<file path="config.mk">
export PLATFORM = sky130hd
export DESIGN_NAME = joypad_port
export DESIGN_NICKNAME = d
export VERILOG_FILES = /design/src/rtl/joypad_port.sv
export SDC_FILE = /design/constraint.sdc
export NUM_CORES = 1
export LEC_CHECK = 0
export BUFFER_PORTS_ARGS = -buffer_cell sky130_fd_sc_hd__buf_2
export CAP_MARGIN = 15
export CORE_ASPECT_RATIO = 0.6
export CORE_MARGIN = 4
export CORE_UTILIZATION = 50
export DETAILED_ROUTE_END_ITERATION = 7
export PLACE_DENSITY = 0.78
export SLEW_MARGIN = 10
export SYNTH_ARGS = -nofsm -noshare
export SYNTH_HDL_FRONTEND = slang
export SYNTH_SLANG_ARGS = --single-unit
</file>
<file path="constraint.sdc">
create_clock -name clk -period 1.6 [get_ports clk]
set_input_delay 0.08 -clock clk [delete_from_list [all_inputs] [get_ports clk]]
set_output_delay 0.08 -clock clk [all_outputs]
set_load 0.05 [all_outputs]
</file>
<file path="src/rtl/joypad_port.sv">
// Two NES controller emulators: 4021-style latch/shift registers per pad,
// fed from host button bytes, with optional turbo on A/B from a ce-based timebase.
module joypad_port #(
  parameter int unsigned TURBO_PERIOD = 178684,
  parameter logic        FILL_BIT     = 1'b1
) (
  input  logic       clk,
  input  logic       reset_n,
  input  logic       ce,
  input  logic       joypad_strobe,
  input  logic [1:0] joypad_clock,
  input  logic [7:0] buttons0,
  input  logic [7:0] buttons1,
  input  logic [1:0] turbo_a,
  input  logic [1:0] turbo_b,
  output logic [1:0] joypad_data,
  output logic [3:0] read_count0,
  output logic [3:0] read_count1
);

  localparam logic [17:0] TURBO_LAST = 18'(TURBO_PERIOD - 1);

  logic [7:0]  shift0_q, shift0_d;
  logic [7:0]  shift1_q, shift1_d;
  logic [3:0]  cnt0_q, cnt0_d;
  logic [3:0]  cnt1_q, cnt1_d;
  logic [1:0]  clk_hist_q;
  logic [17:0] tcnt_q, tcnt_d;
  logic        tphase_q, tphase_d;

  logic [7:0]  eff0, eff1;
  logic [1:0]  fall;

  always_comb begin
    eff0    = buttons0;
    eff0[0] = buttons0[0] | (turbo_a[0] & tphase_q);
    eff0[1] = buttons0[1] | (turbo_b[0] & tphase_q);
    eff1    = buttons1;
    eff1[0] = buttons1[0] | (turbo_a[1] & tphase_q);
    eff1[1] = buttons1[1] | (turbo_b[1] & tphase_q);
    fall    = clk_hist_q & ~joypad_clock;
  end

  // Latch has priority over a coincident falling edge; pads shift independently.
  always_comb begin
    shift0_d = shift0_q;
    shift1_d = shift1_q;
    cnt0_d   = cnt0_q;
    cnt1_d   = cnt1_q;
    if (joypad_strobe) begin
      shift0_d = eff0;
      shift1_d = eff1;
      cnt0_d   = '0;
      cnt1_d   = '0;
    end else begin
      if (fall[0]) begin
        shift0_d = {FILL_BIT, shift0_q[7:1]};
        cnt0_d   = (cnt0_q == 4'd8) ? 4'd8 : cnt0_q + 4'd1;
      end
      if (fall[1]) begin
        shift1_d = {FILL_BIT, shift1_q[7:1]};
        cnt1_d   = (cnt1_q == 4'd8) ? 4'd8 : cnt1_q + 4'd1;
      end
    end
  end

  always_comb begin
    tcnt_d   = tcnt_q;
    tphase_d = tphase_q;
    if (ce) begin
      if (tcnt_q == TURBO_LAST) begin
        tcnt_d   = '0;
        tphase_d = ~tphase_q;
      end else begin
        tcnt_d = tcnt_q + 18'd1;
      end
    end
  end

  always_ff @(posedge clk) begin
    if (!reset_n) begin
      shift0_q   <= '0;
      shift1_q   <= '0;
      cnt0_q     <= '0;
      cnt1_q     <= '0;
      clk_hist_q <= '0;
      tcnt_q     <= '0;
      tphase_q   <= 1'b0;
    end else begin
      shift0_q   <= shift0_d;
      shift1_q   <= shift1_d;
      cnt0_q     <= cnt0_d;
      cnt1_q     <= cnt1_d;
      clk_hist_q <= joypad_clock;
      tcnt_q     <= tcnt_d;
      tphase_q   <= tphase_d;
    end
  end

  assign joypad_data = {shift1_q[0], shift0_q[0]};
  assign read_count0 = cnt0_q;
  assign read_count1 = cnt1_q;

endmodule

</file>
* After elaboration in Yosys (flattened, before gate mapping)
Cells that the tools add are included.
Word-level totals: flip-flop bits (word level) 45, input port bits 26, output and inout port bits 10, word-level logic and storage cells 36
Operators by class: $add $sub $neg 3, equal/unequal tests 3, mux-type cells 7, bitwise operators 12, reduce and logical (&&, ||, !) cells 4
Operator list (number):
- $mux 8 | 4
- $add 18x1->18 const B | 1
- $eq 18x18->1 const B | 1
- $mux 18 | 1
- $add 4x1->4 const B | 2
- $eq 4x4->1 const B | 2
- $mux 4 | 2
- $and 1x1->1 | 4
- $or 1x1->1 | 4
- $reduce_bool 2->1 | 2
- $and 2x2->2 | 1
- $not 1->1 | 2
- $not 2->2 | 1
- $reduce_and 2->1 | 1
- $reduce_or 2->1 | 1

* Depth between registers and ports, before layout
Gate-level depths: netlist of run 1.
word-level depth 4, depth in mapped cells 6, gate-level depth less buffers 5

* Worst setup path after synthesis of run 1
Ideal clock, no wire load.
kind register to register, start reg tcnt_q[3], end reg tcnt_q[17], setup time 70 ps, arrival 1588 ps, data required time 1530 ps, slack -58 ps, stages on the path, launching flop included 5, buffers on the path 0, clock period less this slack 1658 ps, path through dfxtp_1 -> nand4_4 -> or4_4 -> or3_1 -> a21oi_1
Between the ends: word-level cells in the longest chain between the ends 2, elaborated cells between the ends (all ways) 3, those cells by class add/sub (1); eq/ne (1); mux (1)
RTL lines:
- start: declaration | RTL line 28 | logic [17:0] tcnt_q, tcnt_d;
- start signal: assignment | RTL line 95 | tcnt_q <= tcnt_d;
- $add 18x1->18 / $eq 18x18->1 (equally long branches) | RTL line 75, 71
- $mux 18 (*) | RTL line 71 | if (tcnt_q == TURBO_LAST) begin
Mark *: on every way between the ends. The rest lies on a longest branch, timed or not. A chain may end at the register's enable or synchronous reset.

* Worst setup path after layout of run 1
start reg tcnt_q[10], end reg tcnt_q[15]
Same word-level chain as after synthesis.

==> results of run 1 <==
[metal layers]
metal | GRT usage [%] | vias to the layer above
met2 | 28.04 | 44
met4 | 6.867 | 0
met5 | 0 | -
li1 | - | 912
met3 | 4.799 | 5
met1 | 26.68 | 835
[cell families (layout without fill, tap and decap cells)]
kind of cell	count (synthesis)	after routing
xor gates and xnor gates	15	15
muxes	21	21
and+or+nand+nor	93	93
adders and majority gates	5	5
DFF	45	45
buffers and inverters	21	71
AOI/OAI and AO/OA	33	33
[registers in the layout, indices dropped and copies added (netlist names)]
name	cells
shift0_q	8
clk_hist_q	2
read_count0	4
shift1_q	8
read_count1	4
tphase_q	1
tcnt_q	18
[area by class of cell]
type	count	area, sq um	area share, %
inverters	10	37.54	1.453
well taps	57	71.32	2.760
multi-input cells	167	1131	43.78
flip-flops and latches	45	909.6	35.21
repair buffers	54	330.3	12.78
clock buffers	5	68.82	2.663
clock inverters	2	35.03	1.356
[path summary, 6_finish.rpt]
| check | from | endpoint | depth (start not counted) |
|---|---|---|---|
| setup / recovery | tcnt_q[10] | tcnt_q[15] | 4 |
| hold / removal | buttons1[4] | shift1_q[4] | 3 |
| setup reg to reg | tcnt_q[10] | tcnt_q[15] | 4 |
| hold reg to reg | read_count0[0] | read_count0[0] | 2 |
[power breakdown]
group	internal (uW)	leakage (uW)	switching (uW)
sequential	1150	0.000370	22.1
clock	454	0.0000540	377
combinational	97.0	0.000615	110
total	1710	0.00104	509
[per-stage QoR]
step / cells / total power [uW] / utilization, %
2_1_floorplan: 233 / 1333 / -
3_3_place_gp: 333 / 1398 / 63.80
3_5_place_dp: 333 / 1407 / 63.80
4_1_cts: 340 / 2225 / 66.49
5_1_grt: 340 / 2295 / 67.11
6_report: 340 / 2214 / 67.11
[synthesized netlist by cell type]
cell	n	area share, %
dfxtp_1	45	43
nor2_1	30	5.4
nand2_1	17	3.0
a21oi_1	15	3.6
mux2i_1	11	5.2
mux2_2	10	5.4
inv_1	9	1.6
xnor2_1	9	3.8
a211oi_1	8	2.9
nand4_1	8	2.4
clkbuf_1	6	1.1
nand3_1	6	1.4
xor2_1	6	2.5
and2_1	5	1.5
ha_1	5	3.0
nor4_1	4	1.2
o21ai_0	4	0.95
or3_1	4	1.2
nand2b_1	3	0.89
nor3_1	3	0.71
a221oi_1	2	0.83
buf_1	2	0.36
buf_4	2	0.71
nand4b_1	2	0.83
nor2b_1	2	0.60
o211ai_1	2	0.71
a21bo_2	1	0.48
and2_0	1	0.30
and3_1	1	0.30
and4_1	1	0.42
buf_2	1	0.24
clkinv_1	1	0.18
nand3b_1	1	0.36
nand4_4	1	1.0
nor4b_1	1	0.42
nor4bb_1	1	0.48
o21ai_2	1	0.42
or2_2	1	0.30
or4_4	1	0.54
[critical path, delay by kind of cell (launching register included)]
kind,cells,cell delay (ps)
compound gates,1,150
flops,1,360
simple gates,3,990
[cells in the final DEF (no fill, tap or decap), types with 3 or more instances in the layout]
master / n
xor2_1: 6
nand2b_1: 3
mux2_2: 10
and2_1: 5
mux2i_1: 11
nor2_1: 30
nor4_1: 4
nand4_1: 8
inv_1: 9
dfxtp_1: 40
buf_2: 35
buf_4: 18
nand2_1: 17
xnor2_1: 9
ha_1: 4
nor3_1: 3
a21oi_1: 13
nand3_1: 6
dfxtp_2: 4
or3_1: 4
clkbuf_8: 5
a211oi_1: 8
o21ai_0: 4
==> impl_metrics.csv, run 1 <==
group,metric,value,unit
run_status,status,"complete, no violations",
timing,fmax,0.6387,GHz
cts,root_buffer,"clkbuf_8",
place,port_buffers,35,
timing,fin_crit_sh,97.86,%
synth,ys_types,39,
cts,cts_setup_buffers,0,
global_routing,grt_pass1_wl,7928,um
routing,avgViaCountPerCell,5.282,
setup_path,path_cells,"nand4_1 -> or4_4 -> or3_1 -> a21oi_1",
synth,ys_seq_area_share,42.91,%
setup_path,startpoint_type,"flip-flop",
synth,synth.net_count,264,
cts,cts_max_level,2,
routing,wl_per_cell,14.29,um
global_routing,gr-total-overflow,0,
timing,hold_viol_final,0,
cts,cts_tree,"yes",
synth,synth_area,2100,sq um
power,leakagePower,0.001038,uW
synth,synth_xor_area_share,6.257,%
synth,synthMuxAreaShare,10.61,%
cts,clock_path_buffers,2,
cells_and_area,nets,314,
routing,drt_iter0_drc,92,
power,powerDensity,856.9,nW/um^2
global_routing,grt_pass1_vias,1706,
worst_hold_path,hold_path_class,"in2reg",
synth,synth_cells,233,
floorplanning,ios,36,
timing,fin_ws,34.22,ps
floorplanning,num_rows,17,
synth,synthAdderAreaFrac,2.980,%
floorplanning,die_x,91.66,um
setup_path,arrival,1790,ps
cells_and_area,drive_gt1_share,30.39,%
routing,ant_nets,0,
floorplanning,coreArea,3850,sq um
routing,wl_met1,2383,um
timing,holdWs,9.268,ps
place,place.gp.congestion,0.8363,
power,peakVddDrop,555.0,uV
cells_and_area,fin_area,2584,sq um
setup_path,cp_slowest_cell,"or4_4",
setup_path,path_class,"reg2reg",
timing,final-setup-viol-count,0,
cts,clk_latency,300,ps
global_routing,grt_usage,18.93,%
routing,wl,4860,um
synth,synth-seq-cells,45,
timing,finalSetupTns,0,ps
timing,max_slew_margin,64.81,%
setup_path,cpPeakStageDelay,470,ps
routing,wl_met3,242,um
synth,synth_compound_area_share,9.833,%
cts,clkTransAtPathRegs,80,ps
cts,clock-sinks,45,
setup_path,cp-end-kind,"flip-flop",
setup_path,r2r_slack,30,ps
cells_and_area,n_antenna_cell,0,
cts,cts_buffers,5,
synth,synth_top_family_by_area,"simple AND/OR/NAND/NOR gates",
global_routing,grt_max_degree,20,
synth,synth_simple_gate_area_share,23.24,%
timing,drv_slew,0,
synth,ys_warn_count,0,
floorplanning,start_util,54.53,%
timing,fin_worst_skew,7.501,ps
floorplanning,die_h,58.20,um
place,postPlaceCellArea,2456,sq um
place,dp_worst_setup_slack,33.93,ps
cts,cts_hold_buf,0,
routing,drc,0,
job,maxCapViolCount,0,
timing,rsz0062_at_grt,"true",
timing,worst_pin_slew,526.8,ps
routing,highest_layer,"met4",
setup_path,cp_max_fo,4,
cells_and_area,fillers,330,
setup_path,cp.required,1830,ps
cells_and_area,syn_to_final_growth,23.06,%
routing,met2_length,2179,um
timing,min_period,1566,ps
place,hpwl,3678,um
synth,synth.avg_cell_area,9.011,sq um
global_routing,grt_antenna_before_repair,0,
routing,drt-pass1-iter-count,7,
floorplanning,dieArea,5334,sq um
cts,cts_resized,0,
routing,dr_total_vias,1796,
No activity file was read; power rests on OpenSTA's default activity.
==> run 2, diff against run 1 <==
- clock period: 1.6 -> 1.3 ns (I/O delays scaled with it)
==> run 2 against run 1 <==
Compared with the run above:
- the run now ends with negative setup slack left
- power grew 29%
- fmax increased by 2.4%
- non-clock buffer count grew 22
- via count grew 10%
- register-to-register slack got worse by 260 ps
- sequential share of layout area is 3.1 points lower
- worst setup slack worse by 260 ps
- wire length up 16%
- clock-buffer cell count grew 1
==> impl_metrics.csv, run 2 (synthesized netlist as in run 1, its figures left out) <==
group,metric,value,unit
floorplanning,die_h,58.20,um
cells_and_area,final_common_cell,"buf_4",
job,maxCapViolCount,0,
cts,root_buffer,"clkbuf_8",
cells_and_area,layout_common_cells,"36 x buf_4, 35 x buf_2, 30 x dfxtp_1",
routing,drt_iter0_drc,133,
cells_and_area,largest_reg_flops,18,
cells_and_area,fin_cells,363,
routing,wl_per_cell,15.55,um
power,clockPowerShare,39.0,%
setup_path,cp_slowest_cell,"or4_4",
power,leakagePower,0.001209,uW
run_status,violations,"negative setup slack",
global_routing,grt_usage,20.26,%
timing,worst_pin_slew,333.1,ps
floorplanning,start_util,54.53,%
cells_and_area,seq_area,932.1,sq um
place,dp_cells,347,
cells_and_area,nets,336,
cts,clock_path_buffers,2,
cts,clk_latency,300,ps
timing,fin_ws,-229.5,ps
global_routing,grt_pass1_wl,8583,um
cells_and_area,reg.largest.list,"tcnt_q x18, shift0_q x8, shift1_q x8",
setup_path,critical_path.top_delay_family,"simple AND/OR/NAND/NOR gates",
power,seqPwrFrac,50.9,%
power,sw_frac_of_total,23.42,%
timing,fmax,0.6538,GHz
worst_hold_path,hold_path_class,"in2reg",
cells_and_area,regMostFlops,"tcnt_q",
cells_and_area,multi_input_area,1230,sq um
timing,max_slew_margin,77.48,%
worst_hold_path,min_from,"buttons1[4]",
setup_path,path_class,"reg2reg",
setup_path,r2r_slack,-230,ps
routing,dr_total_vias,1975,
setup_path,worstReg2RegEnd,"tcnt_q[17]",
timing,min_period,1529,ps
timing,fin_crit_sh,117.7,%
cts,cts_max_level,2,
setup_path,arrival,1760,ps
cells_and_area,drive_gt1_share,40.85,%
place,hpwl,3687,um
cts,clkTransAtPathRegs,80,ps
setup_path,cpPeakStageDelay,550,ps
global_routing,grt_antenna_before_repair,0,
power,pwr-share-comb,10.1,%
power,peakVddDrop,902.3,uV
global_routing,gr-total-overflow,0,
setup_path,cp.required,1530,ps
setup_path,rr_worst_depth,4,
floorplanning,ios,36,
setup_path,path_cells,"nand4_1 -> or4_4 -> or3_1 -> a21oi_1",
timing,final-setup-viol-count,20,
setup_path,crit_buf_inv,0,
power,powerDensity,982.8,nW/um^2
power,p_sw,668.7,uW
setup_path,cp-end-kind,"flip-flop",
cts,cts_buffers,5,
cts,cts_tree,"yes",
cells_and_area,n_antenna_cell,0,
worst_hold_path,whs_path_depth,3,
routing,wl,5646,um
worst_hold_path,hold_end,"shift1_q[4]",
power,intPower,2187,uW
global_routing,grt_max_degree,19,
global_routing,grt_pass1_vias,1811,
timing,hold_viol_final,0,
setup_path,startpoint_type,"flip-flop",
routing,drt-pass1-iter-count,4,
timing,drv_slew,0,
floorplanning,die_x,91.66,um
routing,avgViaCountPerCell,5.441,
routing,drc,0,
routing,ant_nets,0,
setup_path,cp_max_fo,4,
timing,fin_worst_skew,6.652,ps
run_status,status,"finished with violations",
floorplanning,num_rows,17,
place,place.gp.congestion,0.8645,
cts,clock-sinks,45,
cells_and_area,syn_to_final_growth,38.38,%
floorplanning,coreArea,3850,sq um
floorplanning,dieArea,5334,sq um
cells_and_area,utilization,75.46,%
timing,finalSetupTns,-2933,ps
setup_path,r2r-start,"tcnt_q[14]",
timing,rsz0062_at_grt,"true",
place,port_buffers,35,
cells_and_area,fillers,259,
## run 2: changes by cell type in the layout (fill, tap and decap cells not counted), moves of 3 or more
| cell | delta |
|---|---|
| buf_4 | +18 |
| dfxtp_1 | -10 |
| dfxtp_2 | +6 |
| dfxtp_4 | +4 |
| dlygate4sd3_1 | +3 |
| nor4_1 | -4 |
## run 2: through the flow
step / setup slack (ps) / hold slack [ps] / instance area [sq um] / power [uW]
after floorplan: -209.0 / 186.7 / 2148 / 1644
after global placement: -242.9 / 297.2 / 2600 / 1732
after detailed placement: -254.8 / 309.2 / 2600 / 1745
after CTS: -212.7 / 3.856 / 2830 / 2860
after global routing: -270.3 / 10.03 / 2905 / 2971
final: -229.5 / 10.51 / 2905 / 2855
## run 2: worst max path at each step
stage / start / endpoint / depth (start not counted)
floorplan: tcnt_q[11] / tcnt_q[17] / 5
global placement: tcnt_q[10] / tcnt_q[13] / 6
detailed placement: tcnt_q[12] / tcnt_q[17] / 4
CTS: tcnt_q[14] / tcnt_q[15] / 4
global route: tcnt_q[14] / tcnt_q[15] / 4
finish: tcnt_q[14] / tcnt_q[17] / 4
## run 2: timing repair
item / 4_1_cts / 5_1_grt
buffers inserted: 3 / 2
endpoints found under the setup margin: 25 / 25
resized for setup: 16 / 12
hold endpoints to repair: 3 / 0
hold buffers: 3 / 0
pin swaps: 4 / 3
## run 2: power groups by stage
stage / registers [uW] / logic, uW / clock network, uW
finish: 1450 / 290 / 1110
global route: 1460 / 315 / 1200
CTS: 1450 / 283 / 1130
detailed placement: 1480 / 264 / 0
global placement: 1480 / 255 / 0
floorplan: 1480 / 166 / 0
## run 2: cell type report
type                    instances  area share, %
repair buffers                 76          17.74
clock buffers                   6          2.842
multi-input cells             167          42.33
flip-flops and latches         45          32.08
inverters                      10          1.292
well taps                      57          2.455
clock inverters                 2          1.249
## run 2: worst register-to-register path: stages (launching register included)
cell and delay (ps):
dfxtp_2 350, nand4_1 110, or4_4 550, or3_1 320, a21oi_1 130
## run 2: routing by layer
metal | wire length, um | GRT usage, % | share of wire [%]
met1 | 2645 | 28.06 | 47
met2 | 2578 | 31.05 | 46
met3 | 390 | 5.707 | 6.9
met4 | 31 | 5.579 | 0.55
met5 | 0 | 0 | 0
